**src/rtl/fetch_buffer.sv**
```systemverilog
// fetch_buffer: instruction fetch stage between the PC unit and decode.
// Issues word-aligned imem requests, pairs in-order responses with their PCs
// through a tag queue, and buffers {pc, instr} pairs in a FIFO for decode.
// A flush discards buffered entries and turns live requests into drops.
// Optional: define FETCH_BYPASS_EN to forward a response straight to decode
// when the FIFO is empty (0-cycle response-to-decode latency).
module fetch_buffer #(
    parameter int DEPTH           = 4,
    parameter int MAX_OUTSTANDING = 2,
    parameter int XLEN            = 32
) (
    input  logic            clk,
    input  logic            reset,
    input  logic [XLEN-1:0] pc_i,
    input  logic            pc_valid_i,
    output logic            pc_ready_o,
    output logic            imem_req_valid_o,
    input  logic            imem_req_ready_i,
    output logic [XLEN-1:0] imem_addr_o,
    input  logic            imem_rsp_valid_i,
    input  logic [31:0]     imem_rsp_data_i,
    input  logic            flush_i,
    output logic [31:0]     instr_o,
    output logic [XLEN-1:0] instr_pc_o,
    output logic            instr_valid_o,
    input  logic            instr_ready_i
);

    localparam int PW   = $clog2(DEPTH);
    localparam int CNTW = $clog2(DEPTH + 1);
    localparam int TW   = (MAX_OUTSTANDING > 1) ? $clog2(MAX_OUTSTANDING) : 1;
    localparam int OW   = $clog2(MAX_OUTSTANDING + 1);

    logic [XLEN-1:0] pc_mem  [DEPTH];
    logic [31:0]     ins_mem [DEPTH];
    logic [PW-1:0]   rd_ptr, wr_ptr;
    logic [CNTW-1:0] count;

    logic [XLEN-1:0] tag_mem [MAX_OUTSTANDING];
    logic [TW-1:0]   tag_rd, tag_wr;
    logic [OW-1:0]   live_cnt, drop_cnt;

    logic credit_ok, outstanding, rsp_drop, rsp_take, fifo_valid, bypass;
    logic push, pop;

    function automatic logic [TW-1:0] tag_inc(input logic [TW-1:0] p);
        return (p == TW'(MAX_OUTSTANDING - 1)) ? '0 : p + TW'(1);
    endfunction

    // Credit, handshakes, response routing and head/bypass output selection
    always_comb begin
        credit_ok = (32'(count) + 32'(live_cnt) < 32'(DEPTH)) &&
                    (32'(live_cnt) + 32'(drop_cnt) < 32'(MAX_OUTSTANDING));
        outstanding      = (live_cnt != '0) || (drop_cnt != '0);
        imem_req_valid_o = pc_valid_i && credit_ok && !flush_i && !reset;
        pc_ready_o       = imem_req_valid_o && imem_req_ready_i;
        imem_addr_o      = {pc_i[XLEN-1:2], 2'b00};

        rsp_drop   = imem_rsp_valid_i && (drop_cnt != '0);
        rsp_take   = imem_rsp_valid_i && (drop_cnt == '0) && (live_cnt != '0);
        fifo_valid = (count != '0);

        bypass = 1'b0;
`ifdef FETCH_BYPASS_EN
        bypass = rsp_take && !fifo_valid && !flush_i;
`endif

        instr_valid_o = (fifo_valid || bypass) && !flush_i && !reset;
        instr_o       = '0;
        instr_pc_o    = '0;
        if (fifo_valid) begin
            instr_o    = ins_mem[rd_ptr];
            instr_pc_o = pc_mem[rd_ptr];
        end else if (bypass) begin
            instr_o    = imem_rsp_data_i;
            instr_pc_o = tag_mem[tag_rd];
        end

        pop  = instr_valid_o && instr_ready_i && fifo_valid;
        // A bypassed response consumed by decode never occupies a FIFO slot
        push = rsp_take && !flush_i && !reset && !(bypass && instr_ready_i);
    end

    // Entry storage for the FIFO and the PC tag queue (no reset needed)
    always_ff @(posedge clk) begin
        if (push) begin
            pc_mem[wr_ptr]  <= tag_mem[tag_rd];
            ins_mem[wr_ptr] <= imem_rsp_data_i;
        end
        if (pc_ready_o) begin
            tag_mem[tag_wr] <= pc_i;
        end
    end

    // Pointers and counters; flush converts live requests into drops
    always_ff @(posedge clk) begin
        if (reset) begin
            count    <= '0;
            rd_ptr   <= '0;
            wr_ptr   <= '0;
            tag_rd   <= '0;
            tag_wr   <= '0;
            live_cnt <= '0;
            drop_cnt <= '0;
        end else if (flush_i) begin
            count    <= '0;
            rd_ptr   <= '0;
            wr_ptr   <= '0;
            tag_rd   <= '0;
            tag_wr   <= '0;
            live_cnt <= '0;
            drop_cnt <= drop_cnt + live_cnt - OW'(imem_rsp_valid_i && outstanding);
        end else begin
            if (push) wr_ptr <= wr_ptr + PW'(1);
            if (pop)  rd_ptr <= rd_ptr + PW'(1);
            if (push && !pop)      count <= count + CNTW'(1);
            else if (pop && !push) count <= count - CNTW'(1);

            if (pc_ready_o) tag_wr <= tag_inc(tag_wr);
            if (rsp_take)   tag_rd <= tag_inc(tag_rd);
            if (pc_ready_o && !rsp_take)      live_cnt <= live_cnt + OW'(1);
            else if (!pc_ready_o && rsp_take) live_cnt <= live_cnt - OW'(1);

            if (rsp_drop) drop_cnt <= drop_cnt - OW'(1);
        end
    end

`ifndef SYNTHESIS
    // A response with nothing outstanding is a protocol violation by imem
    a_no_orphan_rsp: assert property (@(posedge clk) disable iff (reset)
        !(imem_rsp_valid_i && !outstanding))
        else $error("fetch_buffer: imem response with no outstanding request");
`endif

endmodule

```
**config.mk**
```make
export PLATFORM = sky130hd
export DESIGN_NAME = fetch_buffer
export DESIGN_NICKNAME = d
export VERILOG_FILES = /design/src/rtl/fetch_buffer.sv
export SDC_FILE = /design/constraint.sdc
export NUM_CORES = 1
export LEC_CHECK = 0
export BUFFER_PORTS_ARGS = -buffer_cell sky130_fd_sc_hd__buf_2
export CAP_MARGIN = 40
export CORE_ASPECT_RATIO = 1.2
export CORE_MARGIN = 5
export CORE_UTILIZATION = 30
export DETAILED_ROUTE_END_ITERATION = 8
export MAX_ROUTING_LAYER = met4
export PLACE_DENSITY = 0.56
export SLEW_MARGIN = 10
export SYNTH_ARGS = -nofsm -noshare
export SYNTH_HDL_FRONTEND = slang
export SYNTH_SLANG_ARGS = --single-unit
```
**constraint.sdc**
```tcl
create_clock -name clk -period 4.1 [get_ports clk]
set_input_delay 0.205 -clock clk [delete_from_list [all_inputs] [get_ports clk]]
set_output_delay 0.205 -clock clk [all_outputs]
set_load 0.005 [all_outputs]
```
==> metrics list, run 1 <==
- Synthesis handed over a netlist of 637 instances.
- Compared with the post-synthesis result, the final layout area differs by 24.4%.
- The tree is rooted in a clkbuf_16.
* Residual DRC: 0
- The clock drives 336 sinks.
* Async set-or-reset flop fraction in the synthesized netlist: 0
* Main area contributors after synthesis: edfxtp_1 (73%), mux4_2 (11%), nor2b_1 (3.1%), mux2_2 (2.6%), dfxtp_1 (2.4%)
* Post-CTS clock slew at the launch and capture registers of the worst setup and hold paths: 0.06 ns
- Min-Delay Path Class: in -> reg
- In the final layout, the share of cells above drive strength 1 is 0.381.
- The number of antenna violations at the first check in global routing came to 1.
* Kind of end point of the critical path: register
- Of the available clock period, the critical path in the final layout requires 0.677.
* Count of state elements after synthesis: 336
- For the pin with the worst max-slew slack, the measured transition is 0.772 ns.
- Number of buffers inserted during clock tree synthesis: 38
- Critical path data required time: 4.28 ns
* Routability-driven placement congestion ratio: 0.691
- Number of warnings printed during yosys synthesis: 0
- Summed over all cells, the static leakage comes to 0.00555 µW.
* Via count of the first global-routing pass: 7037
- STA classifies the critical path startpoint as a register.
- Top-count cell post-synth: edfxtp_1
- Critical R2R Launch: live_cnt[0]
- Summed over all layers, the global routing overflow is 0.
* Count of hold-fix buffers inserted at cts: 67
- Across all register-to-register paths, the minimum setup slack is 1.33 ns.
* Nets: 950
- The share of synthesized area in the top cell type comes to 0.731.
- After synthesis, the mean cell area works out to 20.6 µm².
- Final slew viol count: 0
- Total chip power: 7170 µW
- Post-CTS repair changed the size of 0 cells.
- Top cells by count, synth: edfxtp_1 (320), nor2b_1 (65), mux4_2 (64)
* Post-detailed-route via-to-cell ratio: 4.37
- In the global route stage, overall resource usage came out at 0.117.
* Floorplan row count: 84
* Number of buffers inserted by port buffering: 167
- Die W: 201 µm
- On the final layout, the worst hold slack is 0.0809 ns.
- Counting flops with a built-in enable in the synthesized netlist gives 320.
- Number of buffers inserted to repair setup after CTS: 0
- Detailed placement ended at an HPWL of 16100 µm.
- Clk Latency, worst-skew pair: 0.53 ns
- Clock skew on the completed layout was measured at 0.0193 ns.
* Post-synthesis cell type with the largest combined area: edfxtp_1
- Sum of negative setup slack: 0 ns
* Worst Path Max Fanout: 24
* Critical path endpoint: tag_mem[0][14]
- Of the synthesized area, sequential elements account for 0.755.
* Hold path startpoint: imem_rsp_valid_i
- Setup violations remaining at the end of the flow were counted as 0.
- Crit path arrival time: 2.96 ns
- Maximum number of pins on one net before global-route repair: 59
- Remaining max-slew budget at the tightest pin: 0.485
* Wire length of the first global-routing pass: 42100 µm
- The routed design has 27300 µm of wire.
- Count of unique library cells instantiated by Yosys: 39
* Worst voltage drop across the vdd grid: 0.000253 V
* CP Launch Point: live_cnt[0]
- First-iteration detailed-routing DRC count: 278
* Fmax: 360 MHz
* Result of the run: finished, final reports clean
- The longest clock path from root to sink contains 3 buffers.
- The die covers 0.0481 mm².
- Across all layers, the routed design uses 6341 vias.
- Worst reg-to-reg path cell count: 6
- The smallest clock period supported by the final layout is computed as 2.77 ns.
- For this design the ratio of total power to cell area is 438 mW/mm².
* H-tree depth: 2
* Number of nets with antenna violations after detailed routing: 0
- 170 I/O pins were placed.
- The core region is 0.0436 mm².
* Primary flip-flop cell chosen by synthesis mapping: edfxtp_1
* Wire length per cell: 18.8 µm
* Max Cap Violations: 0
* Final hold viol count: 0
- The die is 239 µm tall.
- Post-synthesis instance area: 0.0131 mm²
- The initial utilization of the core area, before any placement, comes to 0.301.
- Worst Path Class, Setup: reg -> reg
* TritonCTS clock tree: built
* Initial DRT Pass Iterations: 4
- In this run the critical register-to-register path is captured at tag_mem[0][14].
- Setup repair after global routing left no endpoint under its margin.
## critical path, stage by stage, from the launching register on
cell and delay [ns]:
dfxtp_1 0.50, and2_1 0.20, fa_1 0.41, nor3_1 0.21, and4_1 0.33, nor2b_4 0.35, buf_4 0.39
## cell usage in the layout (no fill, tap or decap), types with 3 or more instances in the layout
master,instances
buf_12,5
xnor2_1,3
ha_1,11
and2_4,4
dfxtp_1,13
buf_4,8
clkbuf_16,38
clkinv_1,4
nor2b_1,64
xor2_1,8
clkbuf_1,10
mux2i_1,3
inv_1,7
nor2_1,15
mux4_2,64
buf_2,167
clkinv_2,3
dlygate4sd3_1,67
edfxtp_1,320
mux2_2,30
## layer usage
layer,track usage,up-vias,wire [µm]
met5,-,-,0
met2,0.195,140,13500
met1,0.147,3226,12000
li1,-,2931,-
met4,0.0319,0,573
met3,0.0251,44,1190
## worst min-delay path by stage
stage / depth (start not counted) / endpoint
3_3_place_gp: 1 / tag_mem[0][0]
6_report: 4 / drop_cnt[1]
5_1_grt: 4 / drop_cnt[1]
2_1_floorplan: 1 / drop_cnt[0]
4_1_cts: 4 / drop_cnt[1]
3_5_place_dp: 1 / tag_mem[1][1]
## per-stage QoR
stage	worst slack [ns]	utilization	area, µm²	instances
floorplan	0.585	-	13100	638
global placement	1.29	0.331	14400	1315
detailed placement	1.29	0.332	14500	1318
CTS	1.20	0.375	16300	1451
global route	1.10	0.375	16300	1452
finish	1.33	0.375	16300	1452
## cells by family (layout without fill, tap and decap cells)
logic type	count (synthesis)	in the layout	share of synthesized area
simple gates	99	99	0.0447
flops	336	336	0.755
compound gates	11	11	0.00600
buf+inv	67	321	0.0333
xor+xnor	11	11	0.00733
other cells	1	3	0.000285
mux	99	99	0.139
fa+ha+maj	13	13	0.0135
## cell type report
| cell class | count | area [µm²] |
|---|---|---|
| Timing Repair Buffer | 248 | 1690 |
| Fill cell | 4073 | 27300 |
| Clock inverter | 16 | 164 |
| Clock buffer | 50 | 1020 |
| Multi-Input combinational cell | 235 | 2810 |
| Inverter | 7 | 26.3 |
| Tap cell | 559 | 699 |
| Sequential cell | 336 | 9940 |
| Antenna cell | 1 | 2.50 |
## power by group
part | leakage, µW | switching (µW) | internal (µW)
sequential | 0.00301 | 8.57 | 3760
combinational | 0.00198 | 101 | 114
clock | 0.000568 | 1300 | 1880
total | 0.00555 | 1410 | 5760
## state kept, by name, summed over array words and instances (netlist names), named ones only
register	count
pc_mem	128
drop_cnt	2
wr_ptr	2
tag_wr	1
ins_mem	128
rd_ptr	2
tag_rd	1
live_cnt	2
tag_mem	64
count	3
No activity file was read; power rests on OpenSTA's default activity.
==> run 2, diff against run 1 <==
--- a/config.mk
+++ b/config.mk
@@ -5,6 +5,7 @@
 export SDC_FILE = /design/constraint.sdc
 export NUM_CORES = 1
 export LEC_CHECK = 0
+export ABC_AREA = 1
 export BUFFER_PORTS_ARGS = -buffer_cell sky130_fd_sc_hd__buf_2
 export CAP_MARGIN = 40
 export CORE_ASPECT_RATIO = 1.2
==> constraint.sdc (replaced) <==
create_clock -name clk -period 2.8 [get_ports clk]
set_input_delay 0.14 -clock clk [delete_from_list [all_inputs] [get_ports clk]]
set_output_delay 0.14 -clock clk [all_outputs]
set_load 0.005 [all_outputs]
==> run 2 against run 1 <==
Against the previous run: global-route usage is 1.0 points higher; register-to-register slack worse by 1.0 ns; setup slack got worse by 1.0 ns; die area increased by 2.2%; core utilization is 0.17 points lower; via count increased by 29%; sequential power grew 46%; clock skew rose by 0.0028 ns; wire length rose by 14%; sequential cell count did not move; combinational power is 46% higher; clock power up 54%; critical path type is now reg -> out; critical endpoint is now instr_pc_o[8].
==> metrics list, run 2 <==
- The top cell types in the final layout, fill and taps aside, are edfxtp_1 (320), nor2_1 (269), buf_2 (167).
- The cell count after synthesis came to 1025 (+61%).
* Post-synthesis instance area: 0.0134 mm² (+2.3%)
- Post-synthesis cell type with the largest combined area: edfxtp_1
* Top cells by count, synth: edfxtp_1 (320), nor2_1 (274), o21ai_0 (128)
* Number of buffers inserted to repair setup after CTS: 0 (unchanged)
- The number of antenna violations at the first check in global routing is 0 (-1).
- Final setup fails: 0 (unchanged)
- Final Cycle Share: 0.890
- Subtracting the final worst setup slack from the clock period gives 2.49 ns.
* Core area: 0.0446 mm² (+2.2%)
* Most common cell after layout, fill and taps aside: edfxtp_1
- Final hold viol count: 0 (unchanged)
- The post-cts hold buffer count came to 68 (+1.5%).
- The average wire length per cell after detail routing was 17.0 µm (-9.4%).
- Final slew viol count: 0 (unchanged)
* Type of origin of the critical path: register
* Leak Pwr: 0.00603 µW (+8.5%)
* RSZ-0062 raised after global routing: false
* Via count of the first global-routing pass: 8391 (+19%)
* Area growth from synthesis to final layout: 23.7%
* Primary flip-flop cell chosen by synthesis mapping: edfxtp_1
- The required time of the critical path is 2.66 ns (-1.62 ns).
- Number of warnings printed during yosys synthesis: 0 (unchanged)
* Worst voltage drop across the vdd grid: 0.000366 V (+44%)
- Nets: 1317 (+39%)
- Sequential-to-total area share from yosys stat: 0.739 (-0.0167)
- Overall global routing resource usage: 0.127 (+0.0102)
- Crit path arrival time: 2.35 ns (-0.61 ns)
- Routability-driven placement congestion ratio: 0.762 (+10%)
* Overall die height: 242 µm (+1.1%)
- Kind of end point of the critical path: output pin
- First-iteration detailed-routing DRC count: 332 (+19%)
- Main area contributors after synthesis: edfxtp_1 (71%), nor2_1 (7.7%), o21ai_0 (4.8%), a21oi_1 (2.8%), mux2_2 (2.5%)
* TritonCTS Sinks: 336 (unchanged)
- Number of buffers inserted during clock tree synthesis: 35 (-7.9%)
- Worst Path Max Fanout: 23 (-4.2%)
* Result of the run: finished, final reports clean
* Min-Delay Path Class: in -> reg
- The fraction of final layout cells sized beyond drive strength 1 was 0.226 (-0.155).
* Starting density of the core: 0.302 (about the same)
- The total detailed-routing wirelength is 31100 µm (+14%).
* Antenna cell count: 0 (-1)
- The count of pins on the block boundary is 170 (unchanged).
- The mean number of vias per cell was 4.50 (+3.1%).
- Maximum number of pins on one net before global-route repair: 129 (+120%)
- H-tree depth: 2 (unchanged)
* Overall die area: 0.0492 mm² (+2.2%)
- The setup clock skew after layout is 0.0221 ns (+0.00277 ns).
* Buffer levels on the longest clock path: 3 (unchanged)
- Count of state elements after synthesis: 336 (unchanged)
- Total grt overflow: 0 (unchanged)
- Die W: 203 µm (+1.1%)
- The number of enable flip-flop cells after synthesis was 320 (unchanged).
- The count of input and output buffers came to 167 (unchanged).
- The total of max-cap violations came to 0 (unchanged).
- Via count of the routed design: 8209 (+29%)
- Based on the critical path, the design can be clocked at up to 401 MHz.
- The post-detailed-route DRC marker count is 0 (unchanged).
- Count of instances resized after the clock tree is built: 0 (unchanged)
- The post-synthesis cell type count was 26 (-33%).
- The average size of a mapped cell was 13.1 µm² (-36%).
- Floorplan row count: 85 (+1.2%)
- Worst Path Class, Setup: reg -> out
- Largest registers: ins_mem: 128 flops, pc_mem: 128 flops, tag_mem: 64 flops
* Sum of negative setup slack: 0 ns (unchanged)
- The post-synthesis async set-or-reset flop share is 0 (unchanged).
- The number of nets with antenna violations after detailed routing came to 0 (unchanged).
- The later-pin clock latency in the skew report came to 0.52 ns (about the same).
- The first-pass iteration count of the detailed router was 5 (+1).
- The final-layout worst hold slack is 0.0379 ns (-0.0429 ns).
- Remaining max-slew budget at the tightest pin: 0.595 (+0.110)
- The half-perimeter wire length after detailed placement was 18800 µm (+16%).
* Wire length of the first global-routing pass: 48100 µm (+14%)
- CTS Root Cell: clkbuf_16
- The worst-margin pin slew is 0.608 ns (-0.164 ns).
- Top-count cell post-synth: edfxtp_1
* TritonCTS clock tree: built
- The power density over cell area is 645 mW/mm² (+47%).
- Fraction of post-synthesis cell area in the top cell type by area: 0.715 (-0.0161)
* Post-CTS clock slew at the launch and capture registers of the worst setup and hold paths: 0.06 ns (about the same)
run 2: cell types whose count changed after synthesis, sizes merged, moves of 3 or more:
cell | before | now
nor2 | 15 | 275
o21ai | 2 | 136
a21oi | 2 | 76
nor2b | 65 | 0
mux4 | 64 | 0
inv | 7 | 34
nand2 | 1 | 25
buf | 49 | 71
and2 | 6 | 0
nand3 | 1 | 7
xor2 | 8 | 3
mux2i | 3 | 0
xnor2 | 3 | 0
run 2: cells by family (layout without fill, tap and decap cells):
logic type,count (synthesis),count (layout),synth area share
flops,336,336,0.739
simple gates,310,310,0.0886
compound gates,212,212,0.0789
buf+inv,118,351,0.0514
mux,32,32,0.0268
fa+ha+maj,13,13,0.0132
xor+xnor,3,3,0.00196
other cells,1,2,0.000279
run 2: per-layer routing:
metal / vias up / track usage / share of wire
li1: 4009 / - / -
met1: 3971 / 0.156 / 0.43
met2: 180 / 0.219 / 0.51
met3: 49 / 0.0184 / 0.038
met4: 0 / 0.0385 / 0.025
met5: - / - / 0
run 2: layout make-up:
type / instances / area, µm²
Timing Repair Buffer: 254 / 1770
Clock inverter: 23 / 325
Sequential cell: 336 / 9940
Inverter: 34 / 133
Clock buffer: 40 / 895
Tap cell: 565 / 707
Multi-Input combinational cell: 572 / 2860
Fill cell: 4196 / 27900
run 2: stage by stage:
step | instances | utilization | worst slack [ns] | total power [µW] | area [µm²]
final | 1824 | 0.373 | 0.308 | 10700 | 16600
after global routing | 1824 | 0.373 | 0.0596 | 11100 | 16600
after CTS | 1824 | 0.373 | 0.191 | 10900 | 16600
after detailed placement | 1693 | 0.330 | 0.420 | 5860 | 14700
after global placement | 1692 | 0.330 | 0.485 | 5850 | 14700
after floorplan | 1026 | - | -0.204 | 5740 | 13500
run 2: path summary, 6_finish.rpt:
path / from / endpoint / slack (ns) / cells past startpoint
setup / recovery: count[0] / instr_pc_o[8] / 0.31 / 6
hold / removal: imem_req_ready_i / tag_wr / 0.04 / 4
setup reg to reg: drop_cnt[0] / drop_cnt[1] / 0.31 / 15
hold reg to reg: rd_ptr[1] / register / 0.50 / 2
run 2: worst max-delay path, stage by stage, from the launching register on:
cell and delay (ns):
dfxtp_1 0.37, inv_1 0.09, nand2_1 0.11, clkinv_2 0.39, buf_4 0.40, a21oi_1 0.27
buf_2 0.18
run 2: power breakdown:
part	leakage, µW	internal, µW	switching, µW
clock network	0.000600	3050	1860
registers	0.00301	5500	9.19
logic	0.00242	158	156
total	0.00603	8700	2030
==> run 3, diff against run 2 <==
--- a/config.mk
+++ b/config.mk
@@ -8,7 +8,6 @@
 export ABC_AREA = 1
 export BUFFER_PORTS_ARGS = -buffer_cell sky130_fd_sc_hd__buf_2
 export CAP_MARGIN = 40
-export CORE_ASPECT_RATIO = 1.2
 export CORE_MARGIN = 5
 export CORE_UTILIZATION = 30
 export DETAILED_ROUTE_END_ITERATION = 8
==> run 3 against run 2 <==
Against the previous run: cell count grew 1.8%; total power fell by 5.0%; sequential share of layout area decreased by 0.16 points; combinational power hardly changed; die area about the same; clock-buffer cell count up 7; via count up 1.4%; non-clock buffer count rose by 5.
==> metrics list, run 3 (same netlist as run 2, synthesis figures left out) <==
* Number of buffers inserted by port buffering: 167 (unchanged)
- The total die area was 0.0491 mm² (about the same).
* Measured slew at the worst slew-check pin: 0.822 ns (+0.214 ns)
- Final setup fails: 0 (unchanged)
- The worst setup path is captured at an output pin.
- Most used cells in the layout excluding fill and tap cells: edfxtp_1 (320), nor2_1 (269), buf_2 (167)
* Minimum period implied by the final worst setup slack: 2.60 ns (+0.104 ns)
- The largest registers in the layout are ins_mem: 128 flops, pc_mem: 128 flops, tag_mem: 64 flops.
- Final instance area: 0.0167 mm² (+0.27%)
* Switching Share: 0.201 (+0.0123)
* Combinational fraction of design power: 0.031 (+0.002)
- The worst slew margin relative to its limit came to 0.452 (-0.142).
- The first-pass iteration count of the detailed router is 5 (unchanged).
- Antenna cell count: 0 (unchanged)
- The area taken by flip-flops and latches came to 0.00994 mm² (unchanged).
- The data arrival at the endpoint of the critical path came to 2.46 ns (+0.11 ns).
- Compared with the post-synthesis result, the final layout area differs by 24.0%.
- The final max-slew violation count was 0 (unchanged).
- Die W: 222 µm (+9.1%)
- The total routing resource utilization after global routing was 0.130 (+0.00277).
* Cell total after placement: 1725 (+1.9%)
* Sum of negative setup slack: 0 ns (unchanged)
- The total of cells resized after clock tree synthesis is 0 (unchanged).
- Routability-driven placement congestion ratio: 0.759 (-0.47%)
- The reported leakage power came to 0.00601 µW (-0.36%).
* Slowest cell on the critical path: clkinv_2
- Largest incremental delay on the critical path: 0.51 ns (+0.11 ns)
* Ratio of total power to cell area: 611 mW/mm² (-5.3%)
- Max Cap Violations: 0 (unchanged)
* Buffer levels on the longest clock path: 3 (unchanged)
* Final Cycle Share: 0.927 (+0.0373)
- The required time of the critical path is 2.66 ns (about the same).
- Setup repair after global routing left no endpoint under its margin.
- The placed standard-cell area is 0.0149 mm² (+1.3%).
- CTS Root Cell: clkbuf_16
- The largest net degree at the start of global routing is 85 (-34%).
* Post-detailed-route via-to-cell ratio: 4.48 (-0.36%)
* Worst Path Max Fanout: 30 (+30%)
- The multi-input gate area in the final layout was 0.00286 mm² (unchanged).
* Worst Path Class, Setup: reg -> out
- The final-layout worst hold slack is 0.0293 ns (-0.00865 ns).
- The register share of total power came to 0.541 (+0.028).
* Floorplan row count: 77 (-9.4%)
* TritonCTS clock tree: built
- The power dissipated by switching net loads was 2050 µW (+1.1%).
* Total grt overflow: 0 (unchanged)
* Fmax: 385 MHz (-4.0%)
- Count of hold-fix buffers inserted at cts: 68 (unchanged)
- Fill cell instance count of the final layout: 4240 (+1.0%)
* Worst clock skew: 0.0193 ns (-0.00276 ns)
* Starting density of the core: 0.303 (+0.00166)
- The half-perimeter wire length after detailed placement was 19600 µm (+4.3%).
* Via count of the routed design: 8323 (+1.4%)
- The die outline height came to 222 µm (-8.4%).
* Number of nets with antenna violations after detailed routing: 0 (unchanged)
- Worst voltage drop across the vdd grid: 0.000428 V (+17%)
* TritonCTS Sinks: 336 (unchanged)
* Number of buffers inserted during clock tree synthesis: 36 (+2.9%)
- The total internal power came to 8140 µW (-6.5%).
- Share of post-route cells with drive strength above 1: 0.220 (-0.00643)
* Clock network fraction of design power: 0.428 (-0.029)
* Most common cell after layout, fill and taps aside: edfxtp_1
- Residual DRC: 0 (unchanged)
- The post-CTS setup repair buffer count came to 0 (unchanged).
* Result of the run: finished, final reports clean
- Wire length of the first global-routing pass: 49700 µm (+3.2%)
- Via count of the first global-routing pass: 8598 (+2.5%)
- First-iteration detailed-routing DRC count: 486 (+46%)
- Initial antenna violation count: 0 (unchanged)
- The area inside the core boundary was 0.0443 mm² (-0.55%).
* Nets: 1323 (+0.46%)
- The signal on the critical path passes through nor2_1 > nand2_1 > clkinv_2 > buf_4 > a21oi_1 > buf_2.
- Final Routed Wirelength: 32000 µm (+3.1%)
- The worst hold path belongs to the class in -> reg.
- The number of cells in the finished layout apart from fillers is 1856 (+1.8%).
- Final hold viol count: 0 (unchanged)
* Type of origin of the critical path: register
- Wire length per cell: 17.2 µm (+1.3%)
* H-tree depth: 2 (unchanged)
- Post-CTS clock slew at the launch and capture registers of the worst setup and hold paths: 0.06 ns (about the same)
* Clk Latency, worst-skew pair: 0.54 ns (+0.02 ns)
- The count of pins on the block boundary is 170 (unchanged).
## run 3: changes by cell type in the layout (fill, tap and decap cells not counted), sizes merged
cell and change:
bufinv -7, clkbuf +7, buf +5, clkinv +1, inv -1
## run 3: critical path: cells and delay by family (launching register included)
family / cells / cell delay [ns]
AOI/OAI and AO/OA: 1 / 0.24
buffers and inverters: 3 / 1.10
DFF: 1 / 0.41
and+or+nand+nor: 2 / 0.17
## run 3: layer usage
layer  routed length [µm]  GRT usage
met3                 1290     0.0224
met2                16000      0.219
met4                  705     0.0344
met5                    0          -
met1                14000      0.164
## run 3: cell type report
class | instances | share of cell area
clock inverter | 16 | 0.00758
tap | 592 | 0.0444
multi-input combinational | 572 | 0.172
sequential | 336 | 0.596
inverter | 34 | 0.00796
clock buffer | 47 | 0.0565
timing repair buffer | 259 | 0.116
## run 3: power by group through the flow
stage / clock network [µW] / registers [µW] / logic (µW)
floorplan: 0 / 5620 / 121
global placement: 0 / 5610 / 232
detailed placement: 0 / 5620 / 242
CTS: 4510 / 5510 / 321
global route: 4710 / 5510 / 352
finish: 4370 / 5510 / 316
## run 3: worst paths after layout
check | from | end | slack (ns) | cells past startpoint
max | count[1] | instr_pc_o[18] | 0.20 | 6
min | imem_req_ready_i | tag_wr | 0.03 | 4
max reg2reg | drop_cnt[0] | drop_cnt[1] | 0.37 | 15
min reg2reg | count[2] | count[2] | 0.49 | 2
## run 3: through the flow
step                      worst slack, ns  utilization  total power, µW
after floorplan                    -0.204            -             5740
after global placement              0.487        0.336             5850
after detailed placement            0.437        0.337             5860
after CTS                           0.140        0.376            10300
after global routing               0.0454        0.376            10600
final                               0.204        0.376            10200
